## src/rtl/blink_pkg.sv

```systemverilog
// rtl/blink_pkg.sv - shared state encoding and default widths for the blink sequencer
package blink_pkg;
    localparam logic [1:0] IDLE = 2'd0;
    localparam logic [1:0] ON   = 2'd1;
    localparam logic [1:0] OFF  = 2'd2;

    localparam int DEF_CNT_W = 10;
    localparam int DEF_NUM_W = 4;
    localparam int DEF_PER_W = 8;
endpackage

```

## src/rtl/blink_sequencer_if.sv

```systemverilog
// rtl/blink_sequencer_if.sv - command/status handshake between a controller and the blink sequencer
interface blink_sequencer_if
    import blink_pkg::*;
#(
    parameter int NUM_W = DEF_NUM_W,
    parameter int PER_W = DEF_PER_W
);
    logic             start_in1;
    logic             abort_in1;
    logic [NUM_W-1:0] blinks_in1;
    logic [PER_W-1:0] period_in1;
    logic             led_out1;
    logic             busy_out1;
    logic             done_out1;

    modport master (
        output start_in1, abort_in1, blinks_in1, period_in1,
        input  led_out1, busy_out1, done_out1
    );

    modport slave (
        input  start_in1, abort_in1, blinks_in1, period_in1,
        output led_out1, busy_out1, done_out1
    );
endinterface

```

## src/rtl/blink_prescaler.sv

```systemverilog
// rtl/blink_prescaler.sv - free-running wrap counter producing one tick every 2^CNT_W clocks
module blink_prescaler #(
    parameter int CNT_W = blink_pkg::DEF_CNT_W
) (
    input  logic clk,
    input  logic rst_n,
    input  logic clear,
    output logic tick
);
    logic [CNT_W-1:0] cnt;

    always_ff @(posedge clk or negedge rst_n) begin
        if (!rst_n) begin
            cnt <= '0;
        end else if (clear) begin
            cnt <= '0;
        end else begin
            cnt <= cnt + CNT_W'(1);
        end
    end

    assign tick = &cnt;
endmodule

```

## src/rtl/blink_sequencer.sv

```systemverilog
// rtl/blink_sequencer.sv - runs a programmed number of LED blinks at a programmed half-period
module blink_sequencer
    import blink_pkg::*;
#(
    parameter int CNT_W = DEF_CNT_W,
    parameter int NUM_W = DEF_NUM_W,
    parameter int PER_W = DEF_PER_W
) (
    input  logic               clk_in1,
    input  logic               rst_n_in1,
    blink_sequencer_if.slave   bus
);
    logic [1:0]       state, state_next;
    logic [PER_W-1:0] phase, phase_next;
    logic [PER_W-1:0] per, per_next;
    logic [NUM_W-1:0] remaining, remaining_next;
    logic             led, led_next;
    logic             busy, busy_next;
    logic             done, done_next;

    logic             tick;
    logic             start_ok;
    logic             zero_start;
    logic             phase_end;

    // Abort always beats start, so a simultaneous start/abort in IDLE is dropped.
    assign start_ok   = (state == IDLE) && bus.start_in1 && !bus.abort_in1 &&
                        (bus.blinks_in1 != '0);
    assign zero_start = (state == IDLE) && bus.start_in1 && !bus.abort_in1 &&
                        (bus.blinks_in1 == '0);
    assign phase_end  = (phase == (per - PER_W'(1)));

    blink_prescaler #(.CNT_W(CNT_W)) u_prescaler (
        .clk   (clk_in1),
        .rst_n (rst_n_in1),
        .clear (start_ok),
        .tick  (tick)
    );

    always_ff @(posedge clk_in1 or negedge rst_n_in1) begin
        if (!rst_n_in1) begin
            state     <= IDLE;
            phase     <= '0;
            per       <= '0;
            remaining <= '0;
            led       <= 1'b0;
            busy      <= 1'b0;
            done      <= 1'b0;
        end else begin
            state     <= state_next;
            phase     <= phase_next;
            per       <= per_next;
            remaining <= remaining_next;
            led       <= led_next;
            busy      <= busy_next;
            done      <= done_next;
        end
    end

    always_comb begin
        state_next = state;
        case (state)
            IDLE: if (start_ok) state_next = ON;
            ON: begin
                if (bus.abort_in1)           state_next = IDLE;
                else if (tick && phase_end)  state_next = OFF;
            end
            OFF: begin
                if (bus.abort_in1)           state_next = IDLE;
                else if (tick && phase_end)  state_next = (remaining == NUM_W'(1)) ? IDLE : ON;
            end
            default: state_next = IDLE;
        endcase
    end

    always_comb begin
        phase_next     = phase;
        per_next       = per;
        remaining_next = remaining;
        led_next       = led;
        busy_next      = busy;
        done_next      = 1'b0;
        case (state)
            IDLE: begin
                if (start_ok) begin
                    remaining_next = bus.blinks_in1;
                    per_next       = (bus.period_in1 == '0) ? PER_W'(1) : bus.period_in1;
                    phase_next     = '0;
                    led_next       = 1'b1;
                    busy_next      = 1'b1;
                end else if (zero_start) begin
                    done_next = 1'b1;
                end
            end
            ON: begin
                if (bus.abort_in1) begin
                    led_next  = 1'b0;
                    busy_next = 1'b0;
                end else if (tick) begin
                    if (phase_end) begin
                        phase_next = '0;
                        led_next   = 1'b0;
                    end else begin
                        phase_next = phase + PER_W'(1);
                    end
                end
            end
            OFF: begin
                if (bus.abort_in1) begin
                    led_next  = 1'b0;
                    busy_next = 1'b0;
                end else if (tick) begin
                    if (phase_end && remaining == NUM_W'(1)) begin
                        busy_next = 1'b0;
                        done_next = 1'b1;
                    end else if (phase_end) begin
                        remaining_next = remaining - NUM_W'(1);
                        phase_next     = '0;
                        led_next       = 1'b1;
                    end else begin
                        phase_next = phase + PER_W'(1);
                    end
                end
            end
            default: begin
                led_next  = 1'b0;
                busy_next = 1'b0;
            end
        endcase
    end

    assign bus.led_out1  = led;
    assign bus.busy_out1 = busy;
    assign bus.done_out1 = done;
endmodule
```

## src/flat_wrapper.sv

```systemverilog
// flat-port wrapper written by rule: the top's interface ports become plain ports
module blink_sequencer_flat import blink_pkg::*;
#(
    parameter int CNT_W = DEF_CNT_W,
    parameter int NUM_W = DEF_NUM_W,
    parameter int PER_W = DEF_PER_W
)
  (clk_in1, rst_n_in1, bus_start_in1, bus_abort_in1, bus_blinks_in1, bus_period_in1, bus_led_out1, bus_busy_out1, bus_done_out1);
  blink_sequencer_if #(.NUM_W(NUM_W), .PER_W(PER_W)) bus_i ();
  input  logic clk_in1;
  input  logic rst_n_in1;
  input wire logic [$bits(bus_i.start_in1)-1:0] bus_start_in1;
  input wire logic [$bits(bus_i.abort_in1)-1:0] bus_abort_in1;
  input wire logic [$bits(bus_i.blinks_in1)-1:0] bus_blinks_in1;
  input wire logic [$bits(bus_i.period_in1)-1:0] bus_period_in1;
  output wire logic [$bits(bus_i.led_out1)-1:0] bus_led_out1;
  output wire logic [$bits(bus_i.busy_out1)-1:0] bus_busy_out1;
  output wire logic [$bits(bus_i.done_out1)-1:0] bus_done_out1;
  assign bus_i.start_in1 = bus_start_in1;
  assign bus_i.abort_in1 = bus_abort_in1;
  assign bus_i.blinks_in1 = bus_blinks_in1;
  assign bus_i.period_in1 = bus_period_in1;
  assign bus_led_out1 = bus_i.led_out1;
  assign bus_busy_out1 = bus_i.busy_out1;
  assign bus_done_out1 = bus_i.done_out1;
  blink_sequencer #(.CNT_W(CNT_W), .NUM_W(NUM_W), .PER_W(PER_W)) u_core (.clk_in1(clk_in1), .rst_n_in1(rst_n_in1), .bus(bus_i));
endmodule
```

## config.mk

```make
export PLATFORM = sky130hd
export DESIGN_NAME = blink_sequencer_flat
export DESIGN_NICKNAME = d
export VERILOG_FILES = /design/src/rtl/blink_pkg.sv /design/src/rtl/blink_sequencer_if.sv /design/src/rtl/blink_prescaler.sv /design/src/rtl/blink_sequencer.sv /design/src/flat_wrapper.sv
export SDC_FILE = /design/constraint.sdc
export NUM_CORES = 1
export LEC_CHECK = 0
export CAP_MARGIN = 5
export CORE_UTILIZATION = 30
export CTS_BUF_LIST = sky130_fd_sc_hd__clkbuf_4
export DETAILED_ROUTE_END_ITERATION = 7
export PLACE_DENSITY = 0.51
export SYNTH_ARGS = -nofsm -noshare
export SYNTH_HDL_FRONTEND = slang
export SYNTH_SLANG_ARGS = --single-unit
```

## constraint.sdc

```tcl
create_clock -name clk_in1 -period 4 [get_ports clk_in1]
set_input_delay 0.4 -clock clk_in1 [delete_from_list [all_inputs] [get_ports clk_in1]]
set_output_delay 0.4 -clock clk_in1 [all_outputs]
set_load 0.01 [all_outputs]
```

==> out/summary.txt <==
maximum fanout along the worst path = 9
starting DRC count in detailed routing = 79
GRT Total Usage = 14.3%
DRC viols = 0
Synth area leaders = dfrtp_1 41%, ha_1 5.3%, o21ai_0 4.4%
routed wire length = 4720 µm
post_cts resized = 0
Fin. Hold Viols = 0
YS warnings = 0
Max Clock Freq = 0.347 GHz
Slew @ Worst Pin = 0.811 ns
Reg power frac = 42.2%
count of cell types in the netlist = 47
fin crit period = 2.89 ns
PD cells = 575 mW/mm²
die area = 0.00747 mm²
area grow syn2layout = 15.3%
part of the power in combinational logic = 45.1%
reg2reg start = u_core.per[0]
Fillers = 722
clock buffer depth = 2
mapped cell area = 0.00214 mm²
DP HPWL = 3440 µm
crit path kind = flip-flop to flip-flop
layout cells sized above 1 = 10.7%
GP Congestion = 0.810
Avg Cell Area, Syn = 9.59 µm²
IO Port Bufs = 18
Clk pwr share = 12.7%
relative slew slack = 45.9%
diode count = 0
Tcrit/Tclk final = 72.1%
global-route wire length before repair = 8320 µm
Post-layout nets = 269
sequential share of the synthesized area = 41.0%
worst endpoint required time = 4.26 ns
P_int = 0.000836 W
worst min path class = input pin to asynchronous set/reset pin
Yosys reg bits = 35
Post-CTS Setup Inserts = 0
Max Cap Violations = 0
Clock Pin Slew Worst Setup and Hold Paths = 0.10 ns
clock tree from TritonCTS = built
Slowest cell on crit path = or4_1
ys flop type = dfrtp_1
first drt pass iteration count = 4
CORE AREA = 0.00683 mm²
Lkg Pwr = 0.994 nW
crit-path cells = inv_1, ha_1, nor3b_1, o211ai_1, a211oi_4, nand4_4, o21a_1, or4_1, a31oi_1
final worst setup slack = 1.11 ns
DP Worst Slack = 1.12 ns
most frequent cell after synthesis = dfrtp_1
Initial Utilization = 31.3%
Worst Setup End Kind = flip-flop
die width = 86.4 µm
setup TNS = 0 ns
Worst-Skew Late Latency = 0.32 ns
row count = 30
GR Overflow Total = 0
H-Tree Depth = 2
number of global-route vias before repair = 1,742
switching power = 0.000583 W
hold buffer count at CTS = 0
R2R setup slack = 1.11 ns
Commonest cells post-synth = 35 x dfrtp_1, 20 x nor2_1, 19 x o21ai_0, 11 x inv_1, 11 x nand2_1
CTS buffer count = 5
top-area cell type share of the netlist area = 41.0%
Syn Inst Count = 223
area leader, netlist = dfrtp_1
Final Max Slew Viols = 0
Clock Skew = 0.00336 ns
vias per cell = 5.04
Reg2Reg Depth = 9
DR vias = 1,709
FF-to-FF End = u_core.remaining[3]
Top Ports = 19
Multi-input gate area = 0.00120 mm²
sequential cell area = 876 µm²
final setup violation count = 0
arrival time at the worst endpoint = 3.14 ns
Net Sw Frac = 41.1%
Die Span Y = 86.4 µm
CTS Sinks = 35
Startpoint Class = flip-flop
CTS Root Cell = clkbuf_4
DR WL/cell = 13.9 µm
syn nets = 248
asr flop ratio synth = 100%
initial antenna violation count = 0
remaining antenna violation count = 0
Post-synth EDFFs = 0
outcome = finished, final reports clean
largest net degree at the start of global routing = 36
RSZ-0062 raised after global routing = false
CP peak stage delay = 0.47 ns
Max VDD drop = 0.183 mV
## worst max-delay path, delay by kind of cell (launching register included)
family	cells	cell delay (ns)
adders and majority gates	1	0.18
DFF	1	0.46
buffers and inverters	1	0.11
and+or+nand+nor	3	1.10
AOI/OAI and AO/OA	4	0.96
## per-stage QoR
stage	instances	hold WS (ns)	utilization [%]	total power (W)	cell area (µm²)
detailed placement	333	0.463	35.4	0.00125	2420
global placement	333	0.455	35.4	0.00124	2420
finish	339	0.155	36.1	0.00142	2460
floorplan	223	0.104	-	0.00108	2140
CTS	339	0.185	36.1	0.00144	2460
global route	339	0.217	36.1	0.00156	2460
## how the worst max path moves through the flow
stage,startpoint,end,slack (ns),cells after the start
final,u_core.per[0],u_core.remaining[3],1.11,9
after detailed placement,u_core.per[0],u_core.remaining[3],1.12,9
after global routing,u_core.per[0],u_core.remaining[1],0.83,9
after floorplan,u_core.per[0],u_core.remaining[3],1.29,10
after CTS,u_core.per[0],u_core.remaining[3],1.10,9
after global placement,u_core.per[0],u_core.remaining[3],1.22,9
## state kept, by name (all words and copies together) (netlist names)
name and count:
u_core.u_prescaler.cnt 10, u_core.per 8, u_core.phase 8, u_core.remaining 4
u_core.state 2, u_core.bus.busy_out1 1, u_core.bus.done_out1 1, u_core.bus.led_out1 1
## power by group through the flow
| stage | clock [W] | combinational [W] | sequential (W) |
|---|---|---|---|
| CTS | 0.000197 | 0.000644 | 0.000600 |
| detailed placement | 0 | 0.000641 | 0.000606 |
| floorplan | 0 | 0.000522 | 0.000559 |
| global route | 0.000211 | 0.000731 | 0.000621 |
| global placement | 0 | 0.000640 | 0.000602 |
| finish | 0.000180 | 0.000640 | 0.000599 |
## layout by cell type (no fill, tap or decap), drive strengths merged, types with 7 or more instances in the layout
cell type,count
o21ai,19
xor2,8
dfrtp,35
mux2,8
nand4,7
clkdlybuf4s50,17
nor2b,9
nand2,11
a21oi,7
ha,9
nor2,20
xnor2,7
inv,11
## logic make-up after synthesis
kind of cell    Yosys count  synth area share [%]
flops                    35                  41.0
xor+xnor                 15                  6.14
buf+inv                  16                  3.16
simple gates             88                  23.3
mux                       8                  4.21
fa+ha+maj                 9                  5.27
compound gates           52                  16.9
## layout make-up
cell class / count / share of cell area, %
Sequential cell: 35 / 35.5
Multi-Input combinational cell: 172 / 48.7
Timing Repair Buffer: 19 / 7.41
Inverter: 11 / 1.68
Tap cell: 96 / 4.87
Clock buffer: 6 / 1.83
## routing by layer
metal	vias to the layer above	track usage, %	part of all wire, %
met5	-	0	0
met4	0	5.45	0.93
met3	4	2.76	3.4
met2	31	22.9	45
met1	811	19.2	51
li1	863	-	-
Power figures use the tool's default switching activity.
